**src/rtl/mac_seq_pkg.sv**
```systemverilog
// Shared encodings for the MAC job sequencer: multiplier modes and FSM states.
package mac_seq_pkg;

  localparam logic [1:0] MODE_16X16   = 2'b00;
  localparam logic [1:0] MODE_SUM_8X8 = 2'b01;
  localparam logic [1:0] MODE_SUM_4X4 = 2'b10;
  localparam logic [1:0] MODE_ILLEGAL = 2'b11;

  localparam logic [1:0] ST_IDLE  = 2'd0;
  localparam logic [1:0] ST_RUN   = 2'd1;
  localparam logic [1:0] ST_DRAIN = 2'd2;
  localparam logic [1:0] ST_DONE  = 2'd3;

  function automatic logic mode_legal(input logic [1:0] m);
    return (m == MODE_16X16) || (m == MODE_SUM_8X8) || (m == MODE_SUM_4X4);
  endfunction

endpackage

```
**src/rtl/mac_seq_valid_pipe.sv**
```systemverilog
// Valid-token shift register tracking products in flight through the multiplier.
// DEPTH must be at least 2.
module mac_seq_valid_pipe #(
  parameter int unsigned DEPTH = 3
) (
  input  logic clk,
  input  logic reset,
  input  logic i_valid,
  output logic o_last,
  output logic o_empty
);

  logic [DEPTH-1:0] r_pipe;

  always_ff @(posedge clk or negedge reset) begin
    if (!reset) begin
      r_pipe <= '0;
    end else begin
      r_pipe <= {r_pipe[DEPTH-2:0], i_valid};
    end
  end

  assign o_last  = r_pipe[DEPTH-1];
  assign o_empty = ~|r_pipe;

endmodule

```
**src/rtl/mac_job_sequencer.sv**
```systemverilog
// Job-level controller feeding a precision-configurable multiplier and accumulating result_0.
// Optional saturating accumulation and res_sat port: define MAC_JOB_SEQ_SAT_EN.
module mac_job_sequencer
  import mac_seq_pkg::*;
#(
  parameter int unsigned MULT_LAT = 2,
  parameter int unsigned CNT_W    = 16,
  parameter int unsigned ACC_W    = 48
) (
  input  logic             clk,
  input  logic             reset,
  input  logic             cfg_valid,
  output logic             cfg_ready,
  input  logic [1:0]       cfg_mode,
  input  logic             cfg_a_sign,
  input  logic             cfg_b_sign,
  input  logic [CNT_W-1:0] cfg_len,
  input  logic             op_valid,
  output logic             op_ready,
  input  logic [31:0]      op_a,
  input  logic [31:0]      op_b,
  output logic [31:0]      mul_a,
  output logic [31:0]      mul_b,
  output logic [1:0]       mul_mode,
  output logic             mul_a_sign,
  output logic             mul_b_sign,
  input  logic [31:0]      mul_result_0,
  output logic             res_valid,
  input  logic             res_ready,
  output logic [ACC_W-1:0] res_data,
  output logic             res_err,
  output logic             busy
`ifdef MAC_JOB_SEQ_SAT_EN
  ,
  output logic             res_sat
`endif
);

  logic [1:0]       r_state;
  logic [CNT_W-1:0] r_len;
  logic [CNT_W-1:0] r_issued;
  logic [ACC_W-1:0] r_acc;
  logic             r_err;

  logic             w_cfg_hs;
  logic             w_op_hs;
  logic [CNT_W-1:0] w_issued_nxt;
  logic             w_pipe_last;
  logic             w_pipe_empty;
  logic             w_signed;
  logic [ACC_W-1:0] w_ext;
  logic [ACC_W-1:0] w_acc_nxt;

  assign cfg_ready    = (r_state == ST_IDLE);
  assign op_ready     = (r_state == ST_RUN) && (r_issued < r_len);
  assign res_valid    = (r_state == ST_DONE);
  assign busy         = (r_state != ST_IDLE);
  assign res_data     = r_acc;
  assign res_err      = r_err;
  assign w_cfg_hs     = cfg_valid & cfg_ready;
  assign w_op_hs      = op_valid & op_ready;
  assign w_issued_nxt = r_issued + CNT_W'(1);
  assign w_signed     = mul_a_sign | mul_b_sign;
  assign w_ext        = w_signed ? {{(ACC_W-32){mul_result_0[31]}}, mul_result_0}
                                 : {{(ACC_W-32){1'b0}}, mul_result_0};

  mac_seq_valid_pipe #(
    .DEPTH (MULT_LAT + 1)
  ) u_pipe (
    .clk     (clk),
    .reset   (reset),
    .i_valid (w_op_hs),
    .o_last  (w_pipe_last),
    .o_empty (w_pipe_empty)
  );

`ifdef MAC_JOB_SEQ_SAT_EN
  logic [ACC_W:0] w_sum;
  logic           w_ovf;
  logic           r_sat;

  assign w_sum   = {1'b0, r_acc} + {1'b0, w_ext};
  assign res_sat = r_sat;

  // Signed overflow: addends agree in sign but the sum does not; unsigned: carry out.
  always_comb begin
    w_ovf     = 1'b0;
    w_acc_nxt = w_sum[ACC_W-1:0];
    if (w_signed) begin
      if ((r_acc[ACC_W-1] == w_ext[ACC_W-1]) && (w_sum[ACC_W-1] != r_acc[ACC_W-1])) begin
        w_ovf     = 1'b1;
        w_acc_nxt = r_acc[ACC_W-1] ? {1'b1, {(ACC_W-1){1'b0}}} : {1'b0, {(ACC_W-1){1'b1}}};
      end
    end else if (w_sum[ACC_W]) begin
      w_ovf     = 1'b1;
      w_acc_nxt = '1;
    end
  end

  always_ff @(posedge clk or negedge reset) begin
    if (!reset) begin
      r_sat <= 1'b0;
    end else if (w_cfg_hs) begin
      r_sat <= 1'b0;
    end else if (w_pipe_last && w_ovf) begin
      r_sat <= 1'b1;
    end
  end
`else
  assign w_acc_nxt = r_acc + w_ext;
`endif

  always_ff @(posedge clk or negedge reset) begin
    if (!reset) begin
      r_state    <= ST_IDLE;
      r_len      <= '0;
      r_issued   <= '0;
      r_acc      <= '0;
      r_err      <= 1'b0;
      mul_a      <= '0;
      mul_b      <= '0;
      mul_mode   <= '0;
      mul_a_sign <= 1'b0;
      mul_b_sign <= 1'b0;
    end else begin
      // The pipe is empty in IDLE, so accumulation never races the clear below.
      if (w_pipe_last) begin
        r_acc <= w_acc_nxt;
      end
      case (r_state)
        ST_IDLE: begin
          if (w_cfg_hs) begin
            mul_mode   <= cfg_mode;
            mul_a_sign <= cfg_a_sign;
            mul_b_sign <= cfg_b_sign;
            r_len      <= cfg_len;
            r_issued   <= '0;
            r_acc      <= '0;
            r_err      <= 1'b0;
            if (!mode_legal(cfg_mode)) begin
              r_err   <= 1'b1;
              r_state <= ST_DONE;
            end else if (cfg_len == '0) begin
              r_state <= ST_DONE;
            end else begin
              r_state <= ST_RUN;
            end
          end
        end
        ST_RUN: begin
          if (w_op_hs) begin
            mul_a    <= op_a;
            mul_b    <= op_b;
            r_issued <= w_issued_nxt;
            if (w_issued_nxt == r_len) begin
              r_state <= ST_DRAIN;
            end
          end
        end
        ST_DRAIN: begin
          if (w_pipe_empty) begin
            r_state <= ST_DONE;
          end
        end
        default: begin
          if (res_ready) begin
            r_state <= ST_IDLE;
          end
        end
      endcase
    end
  end

endmodule
```
**config.mk**
```make
export PLATFORM = sky130hd
export DESIGN_NAME = mac_job_sequencer
export DESIGN_NICKNAME = d
export VERILOG_FILES = /design/src/rtl/mac_seq_pkg.sv /design/src/rtl/mac_seq_valid_pipe.sv /design/src/rtl/mac_job_sequencer.sv
export SDC_FILE = /design/constraint.sdc
export NUM_CORES = 1
export LEC_CHECK = 0
export ABC_CLOCK_PERIOD_IN_PS = 6500
export CORE_MARGIN = 3
export CORE_UTILIZATION = 45
export DETAILED_ROUTE_END_ITERATION = 8
export PLACE_DENSITY = 0.74
export SYNTH_ARGS = -nofsm -noshare
export SYNTH_HDL_FRONTEND = slang
export SYNTH_HIERARCHICAL = 1
export SYNTH_SLANG_ARGS = --single-unit
```
**constraint.sdc**
```tcl
create_clock -name clk -period 6.5 [get_ports clk]
set_clock_uncertainty 0.2 [all_clocks]
set_input_delay 0.975 -clock clk [delete_from_list [all_inputs] [get_ports clk]]
set_output_delay 0.975 -clock clk [all_outputs]
set_load 0.03 [all_outputs]
```
-- Word level (Yosys, flattened, before mapping)
Index checks and enable logic that the tools add are counted.
W data, S select, Z words.
- add/subtract/negate cells: 2
- magnitude comparators: 1
- equal/unequal tests: 10
- mux-type cells: 16
- bitwise gates (word level): 3
- reductions and logical operators: 14
- operators by type and width (cell ; number):
    $mux W48 ; 4
    $add A48 B48 Y48 ; 1
    $mux W16 ; 2
    $pmux W16 S2 ; 1
    $add A16 B1 Y16 const B ; 1
    $eq A16 B16 Y1 ; 1
    $logic_not A16 Y1 ; 1
    $lt A16 B16 Y1 ; 1
    $mux W2 ; 7
    $eq A2 B2 Y1 const B ; 3
    $ne A2 B1 Y1 const B ; 3
    $pmux W2 S3 ; 1
    $reduce_and A5 Y1 ; 1
    $eq A2 B1 Y1 const B ; 2
    $logic_not A2 Y1 ; 2
    $reduce_and A2 Y1 ; 2
    $reduce_bool A2 Y1 ; 2
    $reduce_bool A4 Y1 ; 1
    $reduce_and A3 Y1 ; 1
    $reduce_or A3 Y1 ; 1
    $and A1 B1 Y1 ; 2
    $logic_or A1 B1 Y1 ; 2
    $ne A2 B2 Y1 const B ; 1
    $logic_and A1 B1 Y1 ; 1
    2 further kinds ; 2
- register bits: 154
- input bits: 121
- output and inout bits: 121
- word-level logic and storage cells: 57

-- Depth between registers and ports, before layout
Gate-level depths: netlist of run 1.
- word-level depth: 6
- gate-level depth with buffers: 13
- gate-level depth less buffers: 12

-- Modules after synthesis
Netlist of run 1, hierarchy kept.
- by module, submodules not included (module ; times used ; cells an instance ; area each (sq um)):
    mac_job_sequencer ; 1 ; 1155 ; 9733.1
    mac_seq_valid_pipe ; 1 ; 4 ; 85.1

-- Worst setup path before layout of run 1
Ideal clock, no wire load.
- path kind: input to register
- from: input port mul_result_0[31]
- to: register r_acc[45], in the netlist res_data[45]
- data arrival time: 3465 ps
- required time: 6178 ps
- path slack: 2712 ps
- stages: 11
- cell sequence: o21a_1 ha_1 a21oi_1 o21ai_0 a221o_1 a21oi_1 o21ai_0 a211o_1 o2111ai_1 and4b_1 nor3_1
- word-level cells in the longest chain between the ends: 5
- RTL lines (element ; RTL line ; text):
    start: declaration ; mac_job_sequencer.sv:27 ; input logic [31:0] mul_result_0,
    $mux W48 * ; mac_job_sequencer.sv:64 ; assign w_ext = w_signed ? {{(ACC_W-32){mul_result_0[31]}}, mul_result_0}
    $add A48 B48 Y48 * ; mac_job_sequencer.sv:110 ; assign w_acc_nxt = r_acc + w_ext;
    $mux W48 * ; mac_job_sequencer.sv:127 ; if (w_pipe_last) begin
    $mux W48 ; mac_job_sequencer.sv:132 ; if (w_cfg_hs) begin
    $mux W48 * ; mac_job_sequencer.sv:130 ; case (r_state)
    end signal: assignment ; mac_job_sequencer.sv:128 ; r_acc <= w_acc_nxt;
    end: declaration ; mac_job_sequencer.sv:42 ; logic [ACC_W-1:0] r_acc;
Mark *: on every way between the ends. The rest lies on a longest branch, timed or not.
A chain may end at the register's enable or synchronous reset.

-- Worst setup path in the final report of run 1
Ends and elaborated chain as after synthesis.

==> results.tsv, run 1 <==
stage	metric	value	unit
outcome	status	completed	
yosys	synth-compound-area-share	16.4	%
yosys	synth_common_cells	nand2_1 (290), dfrtp_1 (154), a21oi_1 (78), o21ai_0 (74), ha_1 (69)	
clock_tree	clkTransAtPathRegs	0.06	ns
clock_tree	cts_setup_buffers	0	
yosys	synth.top_cell.area_share	39.3	%
clock_tree	cts_sinks	154	
yosys	ys_seq_area_share	39.3	%
sta	hold_viol	0	
routing	drc	0	
clock_tree	cts_max_level	4	
final_layout	area_delta_synth_final	31.8	%
yosys	synth_flop_cell	dfrtp_1	
routing	vias	9032	
yosys	synth-async-reset-ratio	100	%
critical_path	required	6.60	ns
yosys	yosys.area.top_type	dfrtp_1	
yosys	synthCells	1159	
sta	period_needed	4.39	ns
floorplan	initial_core_util	46.3	%
global_route	grt_first_pass_wirelength	45700	µm
sta	max_freq	0.228	GHz
floorplan	rows	53	
flow_run	cap_violations	0	
routing	wl_per_cell	16.8	µm
global_route	grt_max_degree	105	
yosys	postSynthAreaPerCell	8.47	µm²
placement	io_buffers	241	
power_and_ir_drop	pwr_density_cell	479	nW/µm²
final_layout	nets	1559	
floorplan	die_area	23600	µm²
worst_hold_path	hold_path.class	reg -> reg	
floorplan	die_x	154	µm
clock_tree	cts_buffers	17	
yosys	synthMuxAreaShare	3.89	%
yosys	ys_seq_elements	154	
sta	period_share	67.5	%
placement	dpl.hpwl	20300	µm
clock_tree	insertion_delay	0.43	ns
yosys	synthTopCellsByArea	dfrtp_1 (39%), nand2_1 (11%), ha_1 (8.8%), a21oi_1 (4.0%), mux2i_1 (3.8%)	
routing	drt-vias-per-instance	5.45	
yosys	yosys.area_share.xor_xnor	5.35	%
final_layout	final_core_util	61.0	%
critical_path	crit_type	in -> reg	
clock_tree	cts_resized	0	
sta	setup_violations	0	
global_route	antenna_found_initial	1	
clock_tree	cts-root-buf	clkbuf_16	
sta	rsz0062_at_grt	false	
global_route	globalRoute.totalOverflow	0	
yosys	synthAdderAreaFrac	9.00	%
floorplan	coreArea	21200	µm²
floorplan	boundaryPins	242	
yosys	synth_top_family_by_area	simple AND/OR/NAND/NOR gates	
yosys	yosysWarnings	6	
yosys	syn_nets	1350	
yosys	synth.cell_area	9820	µm²
sta	worstMarginPinSlew	1.03	ns
sta	slew_headroom	31.6	%
global_route	grt_use_total	23.3	%
critical_path	worstSetupStartpointType	primary input	
critical_path	endpoint_kind	register	
yosys	yosysMostFrequentCell	nand2_1	
final_layout	drive_gt1_share	4.49	%
routing	drtIter0Drc	436	
sta	whs	0.207	ns
critical_path	cp_max_fo	17	
final_layout	fill_cells	1874	
clock_tree	clockBufferDepth	2	
floorplan	fp.dieH	154	µm
yosys	synth.distinct_cells	67	
yosys	yosys.area_share.simple	22.4	%
placement	place.gp.congestion	0.902	
routing	dr.pass1.iters	5	
sta	slew_viol_final	0	
global_route	grt_pass1_vias	8938	
routing	totalWireLength	27800	µm
power_and_ir_drop	vdd_drop_max	260	µV
yosys	synth_edf_count	0	
critical_path	cp.arrival	4.49	ns
clock_tree	cts_tree	built	
routing	antenna_left	0	
power_and_ir_drop	p_leak	0.00592	µW
final_layout	diodes	0	
sta	tns	0	ns
clock_tree	postCtsHoldBufs	0	
-- metal layers --
metal	part of all wire, %	global-route usage (%)
met5	0.047	0
met4	2.3	6.85
met3	7.2	5.99
met2	46	37.6
met1	44	31.1
-- power by group --
| part | switching (µW) | total [µW] | internal [µW] |
|---|---|---|---|
| logic | 2160 | 3600 | 1450 |
| clock network | 431 | 938 | 507 |
| registers | 313 | 1660 | 1350 |
| total | 2900 | 6210 | 3300 |
-- layout by cell type, fill, tap and decap left out, types with 9 or more instances in the layout --
cell             synthesis  final
clkbuf_16                0     17
a21o_1                  19     19
dfrtp_1                154    153
nor3_1                  21     21
o211ai_1                10     10
nor2_1                  63     63
nand4_1                 14     14
o21a_1                  10     10
nand3b_1                11     11
a21oi_1                 78     78
inv_1                   29     29
mux2i_1                 37     37
nand3_1                 27     27
nor4_1                   9      9
nand2_1                290    290
xnor2_1                 32     32
ha_1                    69     69
xor2_1                  28     28
o21ai_0                 74     74
o21bai_1                 9      9
clkdlybuf4s50_1          0    240
-- metrics by stage --
step                      instance area (µm²)  total power [µW]  std cells  setup slack [ns]
final                                   12900              6210       1656              2.11
after CTS                               12900              6240       1656              2.15
after global placement                  12400              5220       1624              1.78
after detailed placement                12400              5280       1624              1.72
after global routing                    12900              6670       1656              1.87
after floorplan                          9820              4000       1159              2.71
-- cell type report --
cell class	count	area, µm²	share of cell area, %
multi-input combinational	916	5610	43.4
sequential	154	3850	29.8
timing repair buffer	248	2470	19.1
inverter	31	116	0.899
clock inverter	14	110	0.851
clock buffer	18	439	3.39
tap	275	344	2.66
-- final timing paths --
kind                       slack, ns  depth (start not counted)                       start                    endpoint
max                             2.11                         12            mul_result_0[31]      res_data[45]$_DFF_PN0_
max in group asynchronous       4.48                          2                       reset    r_issued[14]$_DFFE_PN0P_
min reg2reg                     0.21                          0  u_pipe/r_pipe[1]$_DFF_PN0_  u_pipe/r_pipe[2]$_DFF_PN0_
max reg2reg                     2.74                         11     r_issued[1]$_DFFE_PN0P_     r_issued[2]$_DFFE_PN0P_
min                             0.21                          0  u_pipe/r_pipe[1]$_DFF_PN0_  u_pipe/r_pipe[2]$_DFF_PN0_
min in group asynchronous       0.38                          1                       reset      res_data[15]$_DFF_PN0_
-- worst max-delay path: stages --
cell and delay (ns):
clkdlybuf4s50_1 0.49, o21a_1 0.57, ha_1 0.43, a21oi_1 0.22, o21ai_0 0.15, a221o_1 0.40
a21oi_1 0.26, o21ai_0 0.16, a211o_1 0.33, o2111ai_1 0.24, and4b_1 0.22, nor3_1 0.05
-- logic make-up after synthesis --
group	count (synthesis)
AND/OR/NAND/NOR	491
multiplexers	38
adder cells (fa/ha/maj)	70
XOR/XNOR	60
AO/OA/AOI/OAI	257
flip-flops	154
buffers and inverters	89
-- sequential cells by signal, indices dropped and copies added, names as in the netlist --
| signal | flops |
|---|---|
| r_len | 16 |
| res_err | 1 |
| mul_mode | 2 |
| u_pipe/r_pipe | 3 |
| mul_a_sign | 1 |
| mul_a | 32 |
| res_data | 48 |
| r_state | 2 |
| r_issued | 16 |
| mul_b | 32 |
| mul_b_sign | 1 |
(Power assumes the default switching activity.)
==> inputs of run 2 (changes only) <==
--- a/config.mk
+++ b/config.mk
@@ -5,7 +5,7 @@
 export SDC_FILE = /design/constraint.sdc
 export NUM_CORES = 1
 export LEC_CHECK = 0
-export ABC_CLOCK_PERIOD_IN_PS = 6500
+export ABC_CLOCK_PERIOD_IN_PS = 4150
 export CORE_MARGIN = 3
 export CORE_UTILIZATION = 45
 export DETAILED_ROUTE_END_ITERATION = 8
==> constraint.sdc (replaced) <==
create_clock -name clk -period 4.15 [get_ports clk]
set_clock_uncertainty 0.2 [all_clocks]
set_input_delay 0.6225 -clock clk [delete_from_list [all_inputs] [get_ports clk]]
set_output_delay 0.6225 -clock clk [all_outputs]
set_load 0.03 [all_outputs]
==> results.tsv, run 2 (synthesized netlist as in run 1, its figures left out) <==
stage	metric	value	unit
sta	tns	0	ns
floorplan	boundaryPins	242	
routing	dr.pass1.iters	5	
floorplan	fp.dieH	154	µm
critical_path	cp_max_fo	4	
final_layout	layout_commonest_cell	nand2_1	
clock_tree	cts_setup_buffers	0	
final_layout	nets	1573	
clock_tree	cts_sinks	154	
sta	setup_violations	0	
global_route	gr-usage-met2	39.9	%
outcome	status	completed	
routing	drt-vias-per-instance	5.54	
critical_path	r2r_setup_slack	0.74	ns
floorplan	coreArea	21200	µm²
power_and_ir_drop	p_leak	0.00603	µW
placement	place.gp.congestion	0.904	
floorplan	rows	53	
floorplan	initial_core_util	46.3	%
routing	totalWireLength	28500	µm
floorplan	die_area	23600	µm²
critical_path	required	4.24	ns
routing	vias	9258	
clock_tree	insertion_delay	0.43	ns
sta	period_needed	3.64	ns
sta	hold_viol	0	
final_layout	final_core_util	61.8	%
sta	slew_viol_final	0	
critical_path	cp.arrival	3.73	ns
power_and_ir_drop	vdd_drop_max	518	µV
global_route	globalRoute.busiestLayer	met2	
final_layout	largest_reg_flops	48	
clock_tree	cts_buffers	17	
clock_tree	clkTransAtPathRegs	0.07	ns
routing	antenna_left	0	
critical_path	worstSetupStartpointType	primary input	
global_route	grt_pass1_vias	9317	
clock_tree	cts-root-buf	clkbuf_16	
global_route	grt_use_total	24.1	%
critical_path	crit_type	in -> reg	
sta	max_freq	0.275	GHz
critical_path	endpoint_kind	register	
global_route	met1_usage	30.8	%
flow_run	cap_violations	0	
placement	dpl.hpwl	21000	µm
final_layout	area_delta_synth_final	33.6	%
clock_tree	cts_max_level	4	
placement	io_buffers	241	
global_route	antenna_found_initial	0	
final_layout	fill_cells	1872	
routing	drtIter0Drc	551	
clock_tree	cts_tree	built	
global_route	met3_usage	6.78	%
final_layout	final_cell_mix	nand2_1 (290), clkdlybuf4s50_1 (239), dfrtp_1 (153)	
sta	worstMarginPinSlew	0.774	ns
routing	drc	0	
power_and_ir_drop	pwr_density_cell	760	nW/µm²
sta	slew_headroom	48.4	%
final_layout	drive_gt1_share	5.45	%
global_route	globalRoute.totalOverflow	0	
routing	wl_per_cell	17.1	µm
global_route	grt_first_pass_wirelength	47200	µm
floorplan	die_x	154	µm
sta	rsz0062_at_grt	false	
final_layout	diodes	0	
clock_tree	clockBufferDepth	2	
worst_hold_path	hold_path.class	in -> async	
sta	period_share	87.6	%
global_route	grt_max_degree	81	
## run 2: power breakdown
group          internal [µW]  switching (µW)  leakage, µW
registers               2110             499      0.00197
logic                   2330            3400      0.00376
clock network            927             705     0.000300
total                   5370            4610      0.00603
## run 2: cell type report
class | instances | area, µm² | share of cell area [%]
clock buffers | 18 | 439 | 3.35
clock inverters | 14 | 168 | 1.28
inverters | 31 | 116 | 0.887
multi-input cells | 916 | 5610 | 42.8
flip-flops and latches | 154 | 3850 | 29.4
well taps | 275 | 344 | 2.62
repair buffers | 262 | 2590 | 19.7
## run 2: metal layers
layer,up-vias,wire (µm)
li1,4482,-
met2,367,13400
met4,0,583
met1,4362,12300
met3,47,2240
met5,-,0
## run 2: critical path, cell delays in order
cell             delay [ns]
clkdlybuf4s50_1        0.41
ha_1                   0.22
fa_1                   0.40
a21o_1                 0.20
a31o_2                 0.26
a31oi_2                0.27
o221ai_2               0.16
a31oi_2                0.38
o211ai_1               0.17
a311oi_1               0.33
xor2_1                 0.18
o21ai_0                0.10
## run 2: worst paths after layout
| check | start | to | cells after the start |
|---|---|---|---|
| min in group clk | u_pipe/r_pipe[0]$_DFF_PN0_ | u_pipe/r_pipe[1]$_DFF_PN0_ | 0 |
| max | mul_result_0[0] | res_data[42]$_DFF_PN0_ | 12 |
| max reg2reg | res_data[0]$_DFF_PN0_ | res_data[42]$_DFF_PN0_ | 11 |
| max in group asynchronous | reset | res_data[42]$_DFF_PN0_ | 2 |
| min reg2reg | u_pipe/r_pipe[0]$_DFF_PN0_ | u_pipe/r_pipe[1]$_DFF_PN0_ | 0 |
| min | reset | res_data[15]$_DFF_PN0_ | 1 |
## run 2: timing repair
action,CTS,global route
gates resized for setup,0,1
hold buffers,0,0
endpoints found under the setup margin,0,1
## run 2: stage by stage
step,setup WS [ns],instances,hold slack (ns),area (µm²),total power (µW)
after floorplan,0.715,1159,0.127,9820,6260
after global placement,0.190,1638,0.177,12500,8260
after detailed placement,0.147,1638,0.184,12500,8340
after CTS,0.197,1670,0.0701,13100,10000
after global routing,0.329,1670,0.101,13100,10700
final,0.514,1670,0.0421,13100,9970
==> inputs of run 3 (changes only) <==
--- a/config.mk
+++ b/config.mk
@@ -9,7 +9,7 @@
 export CORE_MARGIN = 3
 export CORE_UTILIZATION = 45
 export DETAILED_ROUTE_END_ITERATION = 8
-export PLACE_DENSITY = 0.74
+export PLACE_DENSITY = 0.79
 export SYNTH_ARGS = -nofsm -noshare
 export SYNTH_HDL_FRONTEND = slang
 export SYNTH_HIERARCHICAL = 1
==> results.tsv, run 3 (synthesized netlist as in run 1, its figures left out) <==
stage	metric	value	unit
power_and_ir_drop	netSwitchingFraction	46.1	%
final_layout	diodes	0	
floorplan	coreArea	21200	µm²
critical_path	regToRegEndpoint	res_data[46]$_DFF_PN0_	
clock_tree	cts_buffers	17	
routing	vias	9329	
clock_tree	cts_tree	built	
critical_path	cp_slowest_cell	clkdlybuf4s50_1	
clock_tree	clockBufferDepth	2	
placement	place.gp.congestion	0.918	
clock_tree	postCtsHoldBufs	0	
final_layout	largest_reg_flops	48	
final_layout	area_delta_synth_final	33.9	%
routing	topRoutingLayerUsed	met4	
sta	slew_headroom	44.3	%
critical_path	max_stage_delay	0.71	ns
routing	met3_length	2550	µm
critical_path	worstSetupEndpoint	op_ready	
global_route	globalRoute.totalOverflow	0	
floorplan	die_x	154	µm
routing	drt-vias-per-instance	5.59	
sta	setup_slack	0.254	ns
sta	slew_viol_final	0	
sta	hold_viol	0	
critical_path	cp.arrival	3.07	ns
sta	tns	0	ns
clock_tree	cts_sinks	154	
final_layout	nets	1571	
power_and_ir_drop	total_power	10000	µW
power_and_ir_drop	internal_power	5420	µW
clock_tree	cts-root-buf	clkbuf_16	
critical_path	worstSetupStartpointType	register	
final_layout	stdcell_count	1668	
sta	rsz0062_at_grt	false	
final_layout	fill_cells	1846	
placement	dp_slack	0.0982	ns
final_layout	final_core_util	62.0	%
sta	worstMarginPinSlew	0.825	ns
routing	met1Wirelength	12200	µm
routing	antenna_left	0	
critical_path	required	3.33	ns
placement	io_buffers	241	
global_route	grt_max_degree	74	
sta	max_freq	0.257	GHz
outcome	status	completed	
routing	dr.pass1.iters	5	
clock_tree	insertion_delay	0.43	ns
critical_path	endpoint_kind	output pin	
floorplan	fp.dieH	154	µm
critical_path	crit_start	r_issued[1]$_DFFE_PN0P_	
clock_tree	cts_max_level	4	
routing	wl_per_cell	17.3	µm
flow_run	cap_violations	0	
clock_tree	cts_resized	0	
placement	dpl.hpwl	21400	µm
global_route	grt_pass1_vias	9339	
critical_path	cp_cell_sequence	ha_1 > nor2b_1 > o21a_1 > o21ai_0 > a211o_1 > o31a_1 > nor2_1 > nor3b_1 > clkdlybuf4s50_1	
routing	routed-wl-met2	13400	µm
sta	period_share	93.9	%
power_and_ir_drop	pwr-share-comb	57.0	%
routing	drc	0	
critical_path	worst-path-buf-inv	1	
final_layout	layout_commonest_cell	nand2_1	
floorplan	boundaryPins	242	
routing	totalWireLength	28900	µm
power_and_ir_drop	power_frac_clock	16.8	%
power_and_ir_drop	seqPwrFrac	26.2	%
critical_path	r2r-start	res_data[0]$_DFF_PN0_	
floorplan	rows	53	
sta	setup_violations	0	
critical_path	r2r_setup_slack	0.70	ns
routing	drtIter0Drc	581	
clock_tree	clkTransAtPathRegs	0.07	ns
critical_path	cp_num_cells	9	
global_route	antenna_found_initial	0	
power_and_ir_drop	pwr_density_cell	764	nW/µm²
placement	post-place-cells	1636	
clock_tree	cts_setup_buffers	0	
global_route	grt_use_total	24.4	%
critical_path	cpLargestDelayFamily	compound AO/OA/AOI/OAI gates	
final_layout	drive_gt1_share	5.31	%
sta	period_needed	3.90	ns
critical_path	reg2regPathDepth	11	
power_and_ir_drop	vdd_drop_max	398	µV
final_layout	final_cell_mix	nand2_1 (290), clkdlybuf4s50_1 (240), dfrtp_1 (153)	
floorplan	die_area	23600	µm²
final_layout	regArea	3850	µm²
critical_path	cp_max_fo	6	
critical_path	crit_type	reg -> out	
worst_hold_path	hold_path.class	in -> async	
floorplan	initial_core_util	46.3	%
final_layout	multi_input_area	5610	µm²
power_and_ir_drop	p_sw	4630	µW
power_and_ir_drop	p_leak	0.00602	µW
global_route	grt_first_pass_wirelength	47900	µm
run 3: cell count changes in the layout (fill, tap and decap cells not counted):
cell	change
dlymetal6s2s_1	-1
inv_8	+3
buf_12	+2
buf_4	-4
clkdlybuf4s50_1	+1
bufinv_16	+1
clkinv_4	-1
inv_6	-5
clkinvlp_4	+3
clkbuf_8	-1
run 3: worst min-delay path by stage:
stage | endpoint | slack, ns
2_1_floorplan | mul_a[0]$_DFFE_PN0P_ | 0.13
3_3_place_gp | u_pipe/r_pipe[1]$_DFF_PN0_ | 0.18
3_5_place_dp | u_pipe/r_pipe[1]$_DFF_PN0_ | 0.18
4_1_cts | r_len[3]$_DFFE_PN0P_ | 0.04
5_1_grt | r_len[3]$_DFFE_PN0P_ | 0.05
6_report | r_len[3]$_DFFE_PN0P_ | 0.02
run 3: cell type report:
| cell class | count | share of cell area, % |
|---|---|---|
| clock buffer | 17 | 3.24 |
| clock inverter | 15 | 1.53 |
| inverter | 31 | 0.885 |
| multi-input combinational | 916 | 42.7 |
| sequential | 154 | 29.3 |
| tap | 275 | 2.62 |
| timing repair buffer | 260 | 19.7 |
run 3: metrics by stage:
step	area [µm²]	hold slack, ns
2_1_floorplan	9820	0.127
3_3_place_gp	12500	0.176
3_5_place_dp	12500	0.179
4_1_cts	13100	0.0391
5_1_grt	13100	0.0516
6_report	13100	0.0188
run 3: power by group through the flow:
stage / clock, µW / sequential, µW / combinational (µW)
after floorplan: 0 / 3460 / 2800
after global placement: 0 / 2620 / 5590
after detailed placement: 0 / 2640 / 5700
after CTS: 1720 / 2630 / 5740
after global routing: 1780 / 2720 / 6250
final: 1690 / 2630 / 5730
run 3: per-layer routing:
metal  vias up  track usage (%)
met5         -                0
met4         0             7.70
met3        63             7.12
met2       396             39.3
met1      4378             32.0
li1       4492                -
